**config.mk**
```make
export PLATFORM = sky130hd
export DESIGN_NAME = hazard_ctrl_unit
export DESIGN_NICKNAME = d
export VERILOG_FILES = /design/src/rtl/hazard_pkg.sv /design/src/rtl/hazard_fwd_sel.sv /design/src/rtl/hazard_ctrl_unit.sv
export SDC_FILE = /design/constraint.sdc
export NUM_CORES = 1
export LEC_CHECK = 0
export CAP_MARGIN = 20
export CORE_ASPECT_RATIO = 1.2
export CORE_UTILIZATION = 34
export DETAILED_ROUTE_END_ITERATION = 10
export GPL_TIMING_DRIVEN = 0
export PLACE_DENSITY = 0.94
export SLEW_MARGIN = 5
export SYNTH_ARGS = -nofsm -noshare
export SYNTH_HDL_FRONTEND = slang
export SYNTH_SLANG_ARGS = --single-unit
```
**constraint.sdc**
```tcl
create_clock -name clk -period 2.52 [get_ports clk]
set_input_delay 0.252 -clock clk [delete_from_list [all_inputs] [get_ports clk]]
set_output_delay 0.252 -clock clk [all_outputs]
set_load 0.03 [all_outputs]
```
**src/rtl/hazard_pkg.sv**
```systemverilog
// Shared types for the SimpleRISC hazard/forwarding unit.
package hazard_pkg;

    typedef enum logic [1:0] {
        FWD_NONE = 2'b00,
        FWD_RW   = 2'b01,
        FWD_MA   = 2'b10
    } fwd_sel_t;

    localparam logic [4:0] OP_LD = 5'b01110;
    localparam logic [4:0] OP_ST = 5'b01111;

    typedef enum logic {
        ST_IDLE    = 1'b0,
        ST_MC_BUSY = 1'b1
    } hc_state_t;

    // MA holds the younger result, so it wins over RW.
    function automatic fwd_sel_t fwd_prio(input logic hit_ma, input logic hit_rw);
        if (hit_ma)
            return FWD_MA;
        else if (hit_rw)
            return FWD_RW;
        else
            return FWD_NONE;
    endfunction

endpackage

```
**src/rtl/hazard_fwd_sel.sv**
```systemverilog
// Forwarding select for one EX source index: qualified MA/RW hits and priority encode.
module hazard_fwd_sel
    import hazard_pkg::*;
#(
    parameter int unsigned RW      = 4,
    parameter bit          R0_ZERO = 1'b0
) (
    input  logic [RW-1:0] src,
    input  logic          en,
    input  logic          ma_valid,
    input  logic          ma_is_wb,
    input  logic          ma_is_ld,
    input  logic [RW-1:0] ma_rd,
    input  logic          rw_valid,
    input  logic          rw_is_wb,
    input  logic [RW-1:0] rw_rd,
    output logic          hit_ma,
    output logic          hit_rw,
    output fwd_sel_t      sel
);

    logic src_ok;

    always_comb begin
        src_ok = en & (!R0_ZERO || (src != '0));
        // A load in MA has no data yet; that case is covered by the load-use stall.
        hit_ma = src_ok & ma_valid & ma_is_wb & ~ma_is_ld & (ma_rd == src);
        hit_rw = src_ok & rw_valid & rw_is_wb & (rw_rd == src);
        sel    = fwd_prio(hit_ma, hit_rw);
    end

endmodule

```
**src/rtl/hazard_ctrl_unit.sv**
```systemverilog
// Forwarding, load-use and multi-cycle EX stall control for the 5-stage SimpleRISC pipeline.
// Optional perf counters enabled by defining HAZARD_PERF_CNT_EN.
module hazard_ctrl_unit
    import hazard_pkg::*;
#(
    parameter int unsigned NREG    = 16,
    parameter int unsigned RW      = $clog2(NREG),
    parameter int unsigned MC_LAT  = 4,
    parameter bit          R0_ZERO = 1'b0,
    parameter int unsigned CNT_W   = 16
) (
    input  logic             clk,
    input  logic             rst,
    input  logic             of_valid,
    input  logic [RW-1:0]    of_rs1,
    input  logic [RW-1:0]    of_rs2,
    input  logic             of_use_rs1,
    input  logic             of_use_rs2,
    input  logic             ex_valid,
    input  logic             ex_is_wb,
    input  logic             ex_is_ld,
    input  logic             ex_is_st,
    input  logic [RW-1:0]    ex_rd,
    input  logic [RW-1:0]    ex_rs1,
    input  logic [RW-1:0]    ex_rs2,
    input  logic             ex_mc_start,
    input  logic             ma_valid,
    input  logic             ma_is_wb,
    input  logic             ma_is_ld,
    input  logic             ma_is_st,
    input  logic [RW-1:0]    ma_rd,
    input  logic             rw_valid,
    input  logic             rw_is_wb,
    input  logic             rw_is_ld,
    input  logic [RW-1:0]    rw_rd,
    output logic [1:0]       fwd_a_e,
    output logic [1:0]       fwd_b_e,
    output logic [1:0]       fwd_st_e,
    output logic             fwd_rw_ma,
    output logic             stall_if,
    output logic             stall_of,
    output logic             stall_ex,
    output logic             bubble_ex,
    output logic             bubble_ma,
    output logic             mc_busy,
    output logic [CNT_W-1:0] lu_stall_cnt,
    output logic [CNT_W-1:0] mc_stall_cnt
);

    localparam bit         MC_EN   = (MC_LAT > 1);
    localparam logic [3:0] MC_LOAD = 4'(MC_LAT - 1);

    fwd_sel_t  sel_a, sel_b, sel_st;
    logic      hit_ma_a, hit_rw_a, hit_ma_b, hit_rw_b, hit_ma_st, hit_rw_st;
    hc_state_t state;
    logic [3:0] cnt;
    logic      mc_start_acc, mc_stall, lu_raw, lu, rw_ma_hit;
    logic      unused_ok;

    hazard_fwd_sel #(.RW(RW), .R0_ZERO(R0_ZERO)) u_fwd_a (
        .src(ex_rs1), .en(1'b1),
        .ma_valid(ma_valid), .ma_is_wb(ma_is_wb), .ma_is_ld(ma_is_ld), .ma_rd(ma_rd),
        .rw_valid(rw_valid), .rw_is_wb(rw_is_wb), .rw_rd(rw_rd),
        .hit_ma(hit_ma_a), .hit_rw(hit_rw_a), .sel(sel_a)
    );

    hazard_fwd_sel #(.RW(RW), .R0_ZERO(R0_ZERO)) u_fwd_b (
        .src(ex_rs2), .en(1'b1),
        .ma_valid(ma_valid), .ma_is_wb(ma_is_wb), .ma_is_ld(ma_is_ld), .ma_rd(ma_rd),
        .rw_valid(rw_valid), .rw_is_wb(rw_is_wb), .rw_rd(rw_rd),
        .hit_ma(hit_ma_b), .hit_rw(hit_rw_b), .sel(sel_b)
    );

    hazard_fwd_sel #(.RW(RW), .R0_ZERO(R0_ZERO)) u_fwd_st (
        .src(ex_rd), .en(ex_is_st),
        .ma_valid(ma_valid), .ma_is_wb(ma_is_wb), .ma_is_ld(ma_is_ld), .ma_rd(ma_rd),
        .rw_valid(rw_valid), .rw_is_wb(rw_is_wb), .rw_rd(rw_rd),
        .hit_ma(hit_ma_st), .hit_rw(hit_rw_st), .sel(sel_st)
    );

    always_comb begin
        rw_ma_hit = rw_valid & rw_is_ld & ma_valid & ma_is_st & (rw_rd == ma_rd)
                    & (!R0_ZERO || (rw_rd != '0));

        mc_start_acc = MC_EN & (state == ST_IDLE) & ex_valid & ex_mc_start;
        mc_stall     = mc_start_acc | ((state == ST_MC_BUSY) & (cnt != 4'd1));

        lu_raw = ex_valid & ex_is_ld & of_valid & (!R0_ZERO || (ex_rd != '0))
                 & ((of_use_rs1 & (of_rs1 == ex_rd)) | (of_use_rs2 & (of_rs2 == ex_rd)));
        // A held multi-cycle op already freezes OF, so load-use must not also bubble EX.
        lu = lu_raw & ~mc_stall;
    end

    always_ff @(posedge clk or posedge rst) begin
        if (rst) begin
            state <= ST_IDLE;
            cnt   <= '0;
        end else begin
            case (state)
                ST_IDLE: begin
                    if (mc_start_acc) begin
                        state <= ST_MC_BUSY;
                        cnt   <= MC_LOAD;
                    end
                end
                ST_MC_BUSY: begin
                    cnt <= cnt - 4'd1;
                    if (cnt == 4'd1)
                        state <= ST_IDLE;
                end
                default: begin
                    state <= ST_IDLE;
                    cnt   <= '0;
                end
            endcase
        end
    end

    always_comb begin
        fwd_a_e   = rst ? '0 : sel_a;
        fwd_b_e   = rst ? '0 : sel_b;
        fwd_st_e  = rst ? '0 : sel_st;
        fwd_rw_ma = ~rst & rw_ma_hit;
        stall_if  = ~rst & (mc_stall | lu);
        stall_of  = ~rst & (mc_stall | lu);
        stall_ex  = ~rst & mc_stall;
        bubble_ex = ~rst & lu;
        bubble_ma = ~rst & mc_stall;
        mc_busy   = ~rst & (state == ST_MC_BUSY);
    end

`ifdef HAZARD_PERF_CNT_EN
    logic [CNT_W-1:0] lu_cnt_q, mc_cnt_q;

    always_ff @(posedge clk or posedge rst) begin
        if (rst) begin
            lu_cnt_q <= '0;
            mc_cnt_q <= '0;
        end else begin
            if (lu && (lu_cnt_q != '1))
                lu_cnt_q <= lu_cnt_q + CNT_W'(1);
            if (mc_stall && (mc_cnt_q != '1))
                mc_cnt_q <= mc_cnt_q + CNT_W'(1);
        end
    end

    assign lu_stall_cnt = lu_cnt_q;
    assign mc_stall_cnt = mc_cnt_q;
`else
    assign lu_stall_cnt = '0;
    assign mc_stall_cnt = '0;
`endif

    assign unused_ok = &{1'b0, ex_is_wb, hit_ma_a, hit_rw_a, hit_ma_b, hit_rw_b,
                         hit_ma_st, hit_rw_st};

endmodule

```
==> reports/results.tsv, run 1 <==
stage	metric	value	unit
setup_path	required	2270	ps
timing	hold_viol_final	0	
setup_path	critical_path_depth	6	
setup_path	cp_top_family	buffers and inverters	
placed_design	place_ws	-59.69	ps
placed_design	portBuffers	53	
global_routing	grt_overflow	0	
job	maxCapViolations	0	
timing	tns	0	ps
logic_synthesis	synthCells	132	
timing	fin_hold_ws	492.3	ps
min_path	min_path_type	primary input to async pin	
power_and_ir_drop	power	764.9	µW
floorplanning	die_x	52.39	µm
cells_and_area	layout.nets	269	
cts	cts_tree	yes	
setup_path	crit_path_start	ma_rd[1]	
cells_and_area	diodes	0	
route	wl_met3	197	µm
logic_synthesis	yosysWarnings	0	
cts	cts_buffers	3	
route	drc	0	
global_routing	grt_pass1_vias	1054	
floorplanning	fp-row-count	21	
setup_path	r2r_start	state$_DFF_PP0_	
setup_path	critPathSlowestCell	clkdlybuf4s50_1	
logic_synthesis	synth_cell_types	30	
logic_synthesis	yosysSeqAreaShare	0.1208	
cts	cts-root-buf	clkbuf_4	
cells_and_area	stdcell_area	1778	µm²
timing	finalCritPeriodShare	0.9454	
timing	drv_slew	0	
setup_path	path_cells	clkdlybuf4s50_1, xnor2_1, nand4_1, nor2_1, nor3_1, clkdlybuf4s50_1	
global_routing	grt_usage	0.1665	
cells_and_area	layout_commonest_cell	clkdlybuf4s50_1	
logic_synthesis	syn_area_per_cell	7.848	µm²
timing	rsz0062_at_grt	no	
power_and_ir_drop	powerDensity	430.2	nW/µm²
timing	skew	1.214	ps
route	wirelength	2636	µm
setup_path	critPathCaptureType	output port	
global_routing	grt_max_degree	11	
global_routing	grt_antenna_before_repair	0	
setup_path	critPathLaunchType	primary input	
route	via_count	1092	
timing	finalWorstSetupSlack	137.5	ps
setup_path	slowest_delay	740	ps
route	highest_layer	met4	
cts	clkTransAtPathRegs	40	ps
timing	finalSetupViolations	0	
placed_design	place_hpwl	2361	µm
cts	cts.sinks	5	
global_routing	grt_pass1_wl	4264	µm
route	met1Wirelength	872	µm
setup_path	cp_num_buf_inv	2	
route	route.met2.wl	1531	µm
route	wire_per_inst	10.34	µm
setup_path	critPathArrivalTime	2130	ps
setup_path	worstPathMaxFanout	4	
cells_and_area	layout-drive-gt1-share	0.1991	
setup_path	crit_type	primary input to output port	
floorplanning	start_util	0.3651	
timing	fmax	419.7	MHz
cells_and_area	mostFrequentLayoutCells	48 x clkdlybuf4s50_1, 35 x buf_4, 32 x conb_1	
placed_design	gp_congestion	0.7838	
cells_and_area	synthToLayoutAreaGrowth	71.62	%
setup_path	cp_common_cell	clkdlybuf4s50_1	
cells_and_area	final.fill_count	261	
route	dr.pass1.iters	4	
route	drt.antenna.violating_nets	0	
cts	cts_setup_buffers	0	
floorplanning	die_h	62.47	µm
route	first_iter_violations	24	
outcome	status	completed	
logic_synthesis	synth-seq-cells	5	
cts	cts_htree_levels	1	
timing	min_period	2382	ps
floorplanning	core	2838	µm²
setup_path	r2r_cells	4	
cts	clock_latency	230	ps
floorplanning	num_io_pins	90	
power_and_ir_drop	vdd_drop_max	0.3580	mV
power_and_ir_drop	leakagePower	0.8547	nW
floorplanning	die_area	3273	µm²
placed_design	placed_area	1725	µm²
route	routed_via_density	4.282	
logic_synthesis	synth.cell_area	1036	µm²
cts	clockBufferDepth	2	
==> cell usage after synthesis (all sizes together) <==
cell / n / area share
or3: 1 / 0.0060
nand3b: 1 / 0.011
a21oi: 4 / 0.019
o22ai: 1 / 0.0060
and3: 1 / 0.0060
xor2: 6 / 0.051
and4: 1 / 0.0085
buf: 36 / 0.26
o22a: 1 / 0.0085
nand2: 3 / 0.011
nand4: 6 / 0.036
nor3: 5 / 0.024
nand3: 5 / 0.024
mux2i: 1 / 0.0097
nor2: 5 / 0.018
a41oi: 1 / 0.0085
conb: 1 / 0.0036
ha: 2 / 0.024
o21ai: 2 / 0.0097
nor2b: 3 / 0.021
clkbuf: 2 / 0.0084
nor4: 2 / 0.018
xnor2: 30 / 0.25
inv: 6 / 0.022
dfrtp: 5 / 0.12
a211oi: 1 / 0.0072
==> path summary, 6_finish.rpt <==
kind | endpoint | slack, ps
setup / recovery | fwd_a_e[0] | 140
hold / removal | cnt[3]$_DFFE_PP0P_ | 490
setup reg to reg | cnt[2]$_DFFE_PP0P_ | 1370
hold reg to reg | cnt[3]$_DFFE_PP0P_ | 550
max in group asynchronous | cnt[0]$_DFFE_PP0P_ | 1860
min in group clk | cnt[3]$_DFFE_PP0P_ | 550
==> stage by stage <==
step	utilization	cells
2_1_floorplan	-	163
3_3_place_gp	0.6080	250
3_5_place_dp	0.6080	250
4_1_cts	0.6204	255
5_1_grt	0.6265	255
6_report	0.6265	255
==> worst min-delay path, stage by stage <==
cell and delay (ps):
buf_6 120, dlygate4sd3_1 550, inv_1 160
==> power by group <==
part / total, mW / switching [mW] / internal (mW)
registers: 0.138 / 0.0199 / 0.118
logic: 0.538 / 0.287 / 0.251
clock network: 0.0886 / 0.0290 / 0.0596
==> final cells by class <==
class                           count  area, µm²  share of cell area
Sequential cell                     5      125.1             0.07037
Buffer                             38      282.8              0.1590
Inverter                            6      22.52             0.01267
Multi-Input combinational cell    114      729.5              0.4103
Clock buffer                        4      26.28             0.01478
Tap cell                           34      42.54             0.02393
Timing Repair Buffer               54      549.3              0.3089
==> registers in the layout (all words and copies together) (netlist names) <==
| signal | count |
|---|---|
| state | 1 |
| cnt | 4 |
==> per-layer routing <==
layer,track usage,vias up
met4,0.05263,0
met1,0.1521,487
met2,0.3481,53
li1,-,548
met5,0,-
met3,0.01703,4
==> kinds of logic (layout without fill, tap and decap cells) <==
group	count (synthesis)	in the layout	share of synthesized area
muxes	1	1	0.009662
DFF	5	5	0.1208
xor gates and xnor gates	36	36	0.3043
and+or+nand+nor	33	33	0.1836
AOI/OAI and AO/OA	10	10	0.05919
adders and majority gates	2	2	0.02415
buffers and inverters	44	102	0.2947
other	1	32	0.003620
==> timing repair <==
item / CTS / global route
endpoints found under the hold margin: 5 / 0
resized for setup: 1 / 5
setup endpoints to repair: 1 / 6
hold buffers: 1 / 0
Note: power is estimated with default switching activity, not from simulation.
==> run 2: changes to the inputs <==
- CORE_UTILIZATION: 34 -> 55
- CTS_CLUSTER_SIZE: not set -> 20
- DONT_BUFFER_PORTS: not set -> 1
- PLACE_DENSITY: 0.94 -> 0.78
==> run 2 against run 1 <==
Combinational power shrank 25%; worst hold slack lost 290 ps; global-route usage is 4.4 points higher; critical endpoint is now stall_of; largest cell class is now multi-input combinational cells.
==> reports/results.tsv, run 2 (same netlist as run 1, synthesis figures left out) <==
stage	metric	value	unit	change
outcome	status	completed		unchanged
timing	min_period	2334	ps	was 2382 ps
setup_path	critPathArrivalTime	2080	ps	was 2130 ps
cts	cts_setup_buffers	0		unchanged
cts	clock_latency	240	ps	was 230 ps
floorplanning	core	1702	µm²	was 2838 µm²
cells_and_area	diodes	0		unchanged
power_and_ir_drop	vdd_drop_max	0.2754	mV	was 0.3580 mV
global_routing	grt_max_degree	11		unchanged
route	drc	0		unchanged
cells_and_area	layout.nets	216		was 269
cells_and_area	synthToLayoutAreaGrowth	16.91	%	was 71.62%
cts	cts_htree_levels	1		unchanged
setup_path	cp_num_buf_inv	3		was 2
power_and_ir_drop	seqPwrFrac	0.217		was 0.180
cells_and_area	largest_reg_flops	4		unchanged
setup_path	critPathSlowestCell	a21oi_1		was clkdlybuf4s50_1
cts	clockBufferDepth	2		unchanged
power_and_ir_drop	combPwrFrac	0.631		was 0.704
route	first_iter_violations	9		was 24
route	wirelength	2163	µm	was 2636 µm
route	wire_per_inst	11.63	µm	was 10.34 µm
cells_and_area	mostFrequentLayoutCells	35 x buf_4, 32 x conb_1, 30 x xnor2_1		was 48 x clkdlybuf4s50_1, 35 x buf_4, 32 x conb_1
setup_path	critical_path_depth	6		unchanged
cts	clkTransAtPathRegs	50	ps	was 40 ps
floorplanning	die_x	41.62	µm	was 52.39 µm
power_and_ir_drop	clkPwrFrac	0.152		was 0.116
timing	drv_slew	0		unchanged
floorplanning	start_util	0.6088		was 0.3651
route	dr.pass1.iters	4		unchanged
cts	cts_tree	yes		unchanged
setup_path	slowest_delay	560	ps	was 740 ps
job	maxCapViolations	0		unchanged
global_routing	grt_pass1_vias	849		was 1054
cells_and_area	top_register	cnt		unchanged
cells_and_area	layout-drive-gt1-share	0.2560		was 0.1991
min_path	min_path_type	primary input to flop		was primary input to async pin
floorplanning	fp-row-count	16		was 21
route	drt.antenna.violating_nets	0		unchanged
cells_and_area	reg.largest.list	cnt: 4 flops, state: 1 flops		unchanged
timing	slew_headroom	0.3715		
global_routing	grt_usage	0.2103		was 0.1665
route	routed_via_density	4.672		was 4.282
floorplanning	num_io_pins	90		unchanged
cts	cts-root-buf	clkbuf_4		unchanged
cts	cts_buffers	3		unchanged
setup_path	r2r_setup_slack	1390	ps	was 1370 ps
setup_path	critPathCaptureType	output port		unchanged
setup_path	required	2270	ps	about the same
setup_path	r2r_start	cnt[1]$_DFFE_PP0P_		was state$_DFF_PP0_
setup_path	path_cells	inv_1, ha_1, a41oi_1, inv_1, a21oi_1, buf_4		was clkdlybuf4s50_1, xnor2_1, nand4_1, nor2_1, nor3_1, clkdlybuf4s50_1
timing	worst_slew_pin_slew	935.5	ps	
floorplanning	die_h	49.55	µm	was 62.47 µm
setup_path	crit_type	flop to output port		was primary input to output port
cells_and_area	stdcell_count	186		was 255
timing	fmax	428.5	MHz	was 419.7 MHz
power_and_ir_drop	internal-power	337.6	µW	was 428.6 µW
power_and_ir_drop	powerDensity	528.0	nW/µm²	was 430.2 nW/µm²
setup_path	critPathLaunchType	flop		was primary input
global_routing	grt_antenna_before_repair	0		unchanged
power_and_ir_drop	leakagePower	0.5815	nW	was 0.8547 nW
setup_path	critPathCapture	stall_of		was fwd_a_e[0]
setup_path	crit_path_start	cnt[1]$_DFFE_PP0P_		was ma_rd[1]
setup_path	cp_top_family	compound AO/OA/AOI/OAI gates		was buffers and inverters
timing	finalCritPeriodShare	0.9261		was 0.9454
setup_path	worstPathMaxFanout	3		was 4
cells_and_area	layout_commonest_cell	buf_4		was clkdlybuf4s50_1
setup_path	r2r_cells	3		was 4
global_routing	grt_pass1_wl	3450	µm	was 4264 µm
setup_path	cp_common_cell	inv_1		was clkdlybuf4s50_1
timing	hold_viol_final	0		unchanged
cts	cts.sinks	5		unchanged
route	via_count	869		was 1092
timing	rsz0062_at_grt	no		unchanged
power_and_ir_drop	net-switching-power	301.9	µW	was 336.3 µW
global_routing	grt_overflow	0		unchanged
placed_design	place_hpwl	1897	µm	was 2361 µm
placed_design	gp_congestion	0.8213		was 0.7838
timing	finalSetupViolations	0		unchanged
timing	tns	0	ps	unchanged
power_and_ir_drop	netSwitchingFraction	0.4721		was 0.4397
placed_design	dp.cells	181		was 250
floorplanning	die_area	2062	µm²	was 3273 µm²
timing	skew	0.4833	ps	was 1.214 ps
setup_path	worstReg2RegEnd	cnt[3]$_DFFE_PP0P_		was cnt[2]$_DFFE_PP0P_
placed_design	portBuffers	0		was 53
-- run 2: cell count changes in the layout (fill, tap and decap cells not counted) --
cell             previous run  this run
clkdlybuf4s50_1            48         0
dlygate4sd2_1               1         0
a41oi_1                     0         1
dlymetal6s2s_1              4         0
a41oi_2                     1         0
-- run 2: per-layer routing --
layer / vias to the layer above / GRT usage / wire length, µm
met5: - / 0 / 0
met4: 0 / 0.08602 / 41
met3: 4 / 0.06960 / 210
met2: 43 / 0.4036 / 1179
met1: 380 / 0.1982 / 731
li1: 442 / - / -
-- run 2: worst min-delay path by stage --
stage,from,end,slack (ps),cells past startpoint
final,ex_valid,cnt[1]$_DFFE_PP0P_,200,2
after global routing,ex_valid,cnt[1]$_DFFE_PP0P_,210,2
after CTS,ex_valid,cnt[1]$_DFFE_PP0P_,200,2
after detailed placement,rst,state$_DFF_PP0_,190,2
after global placement,rst,state$_DFF_PP0_,190,2
after floorplan,rst,cnt[0]$_DFFE_PP0P_,150,2
-- run 2: worst reg2reg max path, delay by kind of cell (launching register included) --
kind,cells,cell delay (ps)
AO/OA/AOI/OAI,2,240
AND/OR/NAND/NOR,1,390
flip-flops,1,380
-- run 2: power groups by stage --
stage	clock [mW]	sequential [mW]	combinational, mW
2_1_floorplan	0	0.134	0.366
3_3_place_gp	0	0.139	0.388
3_5_place_dp	0	0.140	0.402
4_1_cts	0.0988	0.139	0.404
5_1_grt	0.105	0.142	0.444
6_report	0.0973	0.139	0.403
-- run 2: area by class of cell --
cell class / count / area (µm²)
repair buffers: 1 / 10.01
fillers: 155 / 490.5
plain buffers: 38 / 282.8
flip-flops and latches: 5 / 125.1
clock buffers: 4 / 26.28
well taps: 18 / 22.52
inverters: 6 / 22.52
multi-input cells: 114 / 721.9
-- run 2: what timing repair did --
| action | in CTS | in global routing |
|---|---|---|
| hold buffers | 1 | 0 |
| setup endpoints to repair | 0 | 0 |
| endpoints found under the hold margin | 5 | 0 |
| resized for setup | 0 | 0 |
-- run 2: metrics by stage --
stage	hold WS [ps]	power, mW	setup WS, ps	instance area, µm²	utilization
finish	198.6	0.6395	186.2	1211	0.7118
global route	209.8	0.6903	12.22	1211	0.7118
CTS	199.5	0.6419	176.2	1211	0.7118
detailed placement	185.9	0.5420	441.9	1175	0.6904
global placement	186.5	0.5263	481.6	1175	0.6904
floorplan	154.3	0.5000	567.3	1152	-
==> run 3: changes to the inputs <==
- clock period: 2.52 -> 2.25 ns (I/O delays scaled with it)
==> run 3 against run 2 <==
Global-route usage fell by 0.15 points; final cell count did not move; combinational power rose by 16%; flip-flop and latch count did not move; sequential power rose by 12%; register-to-register slack got worse by 270 ps; clock power rose by 12%; wire length rose by 1.0%; largest cell class unchanged; largest power group unchanged.
==> reports/results.tsv, run 3 (same netlist as run 1, synthesis figures left out) <==
stage	metric	value	unit	change
floorplanning	core	1702	µm²	unchanged
timing	finalSetupViolations	0		unchanged
route	dr.pass1.iters	4		unchanged
global_routing	grt_usage	0.2088		was 0.2103
cells_and_area	mostFrequentLayoutCells	35 x buf_4, 32 x conb_1, 30 x xnor2_1		unchanged
cts	clock_latency	250	ps	was 240 ps
route	drt.antenna.violating_nets	0		unchanged
floorplanning	die_h	49.55	µm	unchanged
placed_design	portBuffers	0		unchanged
cts	cts_htree_levels	1		unchanged
timing	rsz0062_at_grt	yes		was no
cells_and_area	diodes	0		unchanged
route	via_count	873		was 869
cells_and_area	layout.nets	216		unchanged
timing	finalCritPeriodShare	0.9698		
global_routing	grt_overflow	0		unchanged
timing	skew	0.7546	ps	was 0.4833 ps
setup_path	critPathArrivalTime	1960	ps	was 2080 ps
power_and_ir_drop	powerDensity	596.7	nW/µm²	was 528.0 nW/µm²
timing	drv_slew	0		unchanged
route	drc	0		unchanged
setup_path	required	2030	ps	was 2270 ps
global_routing	grt_max_degree	11		unchanged
job	maxCapViolations	0		unchanged
setup_path	crit_type	flop to output port		unchanged
cells_and_area	reg.largest.list	cnt: 4 flops, state: 1 flops		unchanged
setup_path	critPathLaunchType	flop		unchanged
floorplanning	fp-row-count	16		unchanged
placed_design	gp_congestion	0.8213		unchanged
cells_and_area	synthToLayoutAreaGrowth	18.24	%	was 16.91%
placed_design	place_hpwl	1897	µm	unchanged
global_routing	grt_pass1_vias	845		was 849
route	first_iter_violations	9		unchanged
cells_and_area	layout-drive-gt1-share	0.2679		was 0.2560
setup_path	critPathCaptureType	output port		unchanged
timing	hold_viol_final	0		unchanged
cts	cts_setup_buffers	0		unchanged
cells_and_area	largest_reg_flops	4		unchanged
route	wire_per_inst	11.75	µm	was 11.63 µm
global_routing	grt_antenna_before_repair	0		unchanged
global_routing	grt_pass1_wl	3422	µm	was 3450 µm
setup_path	r2r_cells	3		unchanged
floorplanning	die_x	41.62	µm	unchanged
route	routed_via_density	4.694		was 4.672
route	wirelength	2185	µm	was 2163 µm
floorplanning	start_util	0.6088		unchanged
cells_and_area	layout_commonest_cell	buf_4		unchanged
cts	clockBufferDepth	2		unchanged
floorplanning	num_io_pins	90		unchanged
setup_path	worstPathMaxFanout	10		was 3
power_and_ir_drop	leakagePower	0.5834	nW	was 0.5815 nW
cells_and_area	utilization	0.7199		was 0.7118
cells_and_area	top_register	cnt		unchanged
min_path	min_path_type	primary input to flop		unchanged
cts	clkTransAtPathRegs	50	ps	about the same
cts	cts_buffers	3		unchanged
outcome	status	completed		unchanged
timing	worst_slew_pin_slew	935.5	ps	unchanged
cts	cts.sinks	5		unchanged
floorplanning	die_area	2062	µm²	unchanged
power_and_ir_drop	vdd_drop_max	0.2540	mV	was 0.2754 mV
cts	cts_tree	yes		unchanged
timing	slew_headroom	0.3715		unchanged
power_and_ir_drop	power	730.9	µW	was 639.5 µW
cts	cts-root-buf	clkbuf_4		unchanged
timing	fmax	458.3	MHz	
min_path	whs_path_depth	2		unchanged
timing	min_period	2182	ps	
run 3: cell count changes in the layout (fill, tap and decap cells not counted):
cell / before / now
a21oi_1: 4 / 3
nor2_1: 5 / 4
a21oi_4: 0 / 1
nor2_2: 0 / 1
run 3: critical path, cell delays in order (launching register included):
cell     delay, ps
dfrtp_1        350
buf_4          160
a21oi_1        280
a41oi_1        120
nor3_1         790
run 3: metrics by stage:
stage	cell area [µm²]	hold slack (ps)	std cells	setup WS [ps]	TNS, ps
2_1_floorplan	1152	127.3	163	324.3	0
3_3_place_gp	1175	159.5	181	238.6	0
3_5_place_dp	1175	158.9	181	198.9	0
4_1_cts	1215	172.5	186	16.10	0
5_1_grt	1225	182.8	186	-17.77	-17.77
6_report	1225	171.3	186	67.95	0
run 3: path summary, 6_finish.rpt:
kind                                    start                  to  slack [ps]
min reg2reg                cnt[3]$_DFFE_PP0P_  cnt[3]$_DFFE_PP0P_         530
min in group asynchronous                 rst  cnt[3]$_DFFE_PP0P_         480
max                           state$_DFF_PP0_           bubble_ex          70
max reg2reg                cnt[1]$_DFFE_PP0P_  cnt[3]$_DFFE_PP0P_        1120
min                                  ex_valid  cnt[1]$_DFFE_PP0P_         170
max in group asynchronous                 rst  cnt[2]$_DFFE_PP0P_        1600
run 3: per-layer routing:
layer  GRT usage  wire (µm)
met1      0.1937        733
met2      0.4036       1198
met3     0.06960        211
met4     0.08602         41
met5           0          0
run 3: power by group:
part / internal [mW] / switching [mW]
clock network: 0.0674 / 0.0417
registers: 0.132 / 0.0239
logic: 0.184 / 0.282
run 3: area by class of cell:
cell class / count / area, µm²
Buffer: 38 / 282.8
Clock buffer: 4 / 26.28
Fill cell: 151 / 476.7
Inverter: 6 / 22.52
Multi-Input combinational cell: 114 / 735.7
Sequential cell: 5 / 125.1
Tap cell: 18 / 22.52
Timing Repair Buffer: 1 / 10.01
run 3: timing repair:
action,4_1_cts,5_1_grt
setup endpoints to repair,1,2
resized for setup,1,2
hold endpoints to repair,5,0
hold buffers,1,0
gates cloned,0,0
pin swaps,0,0
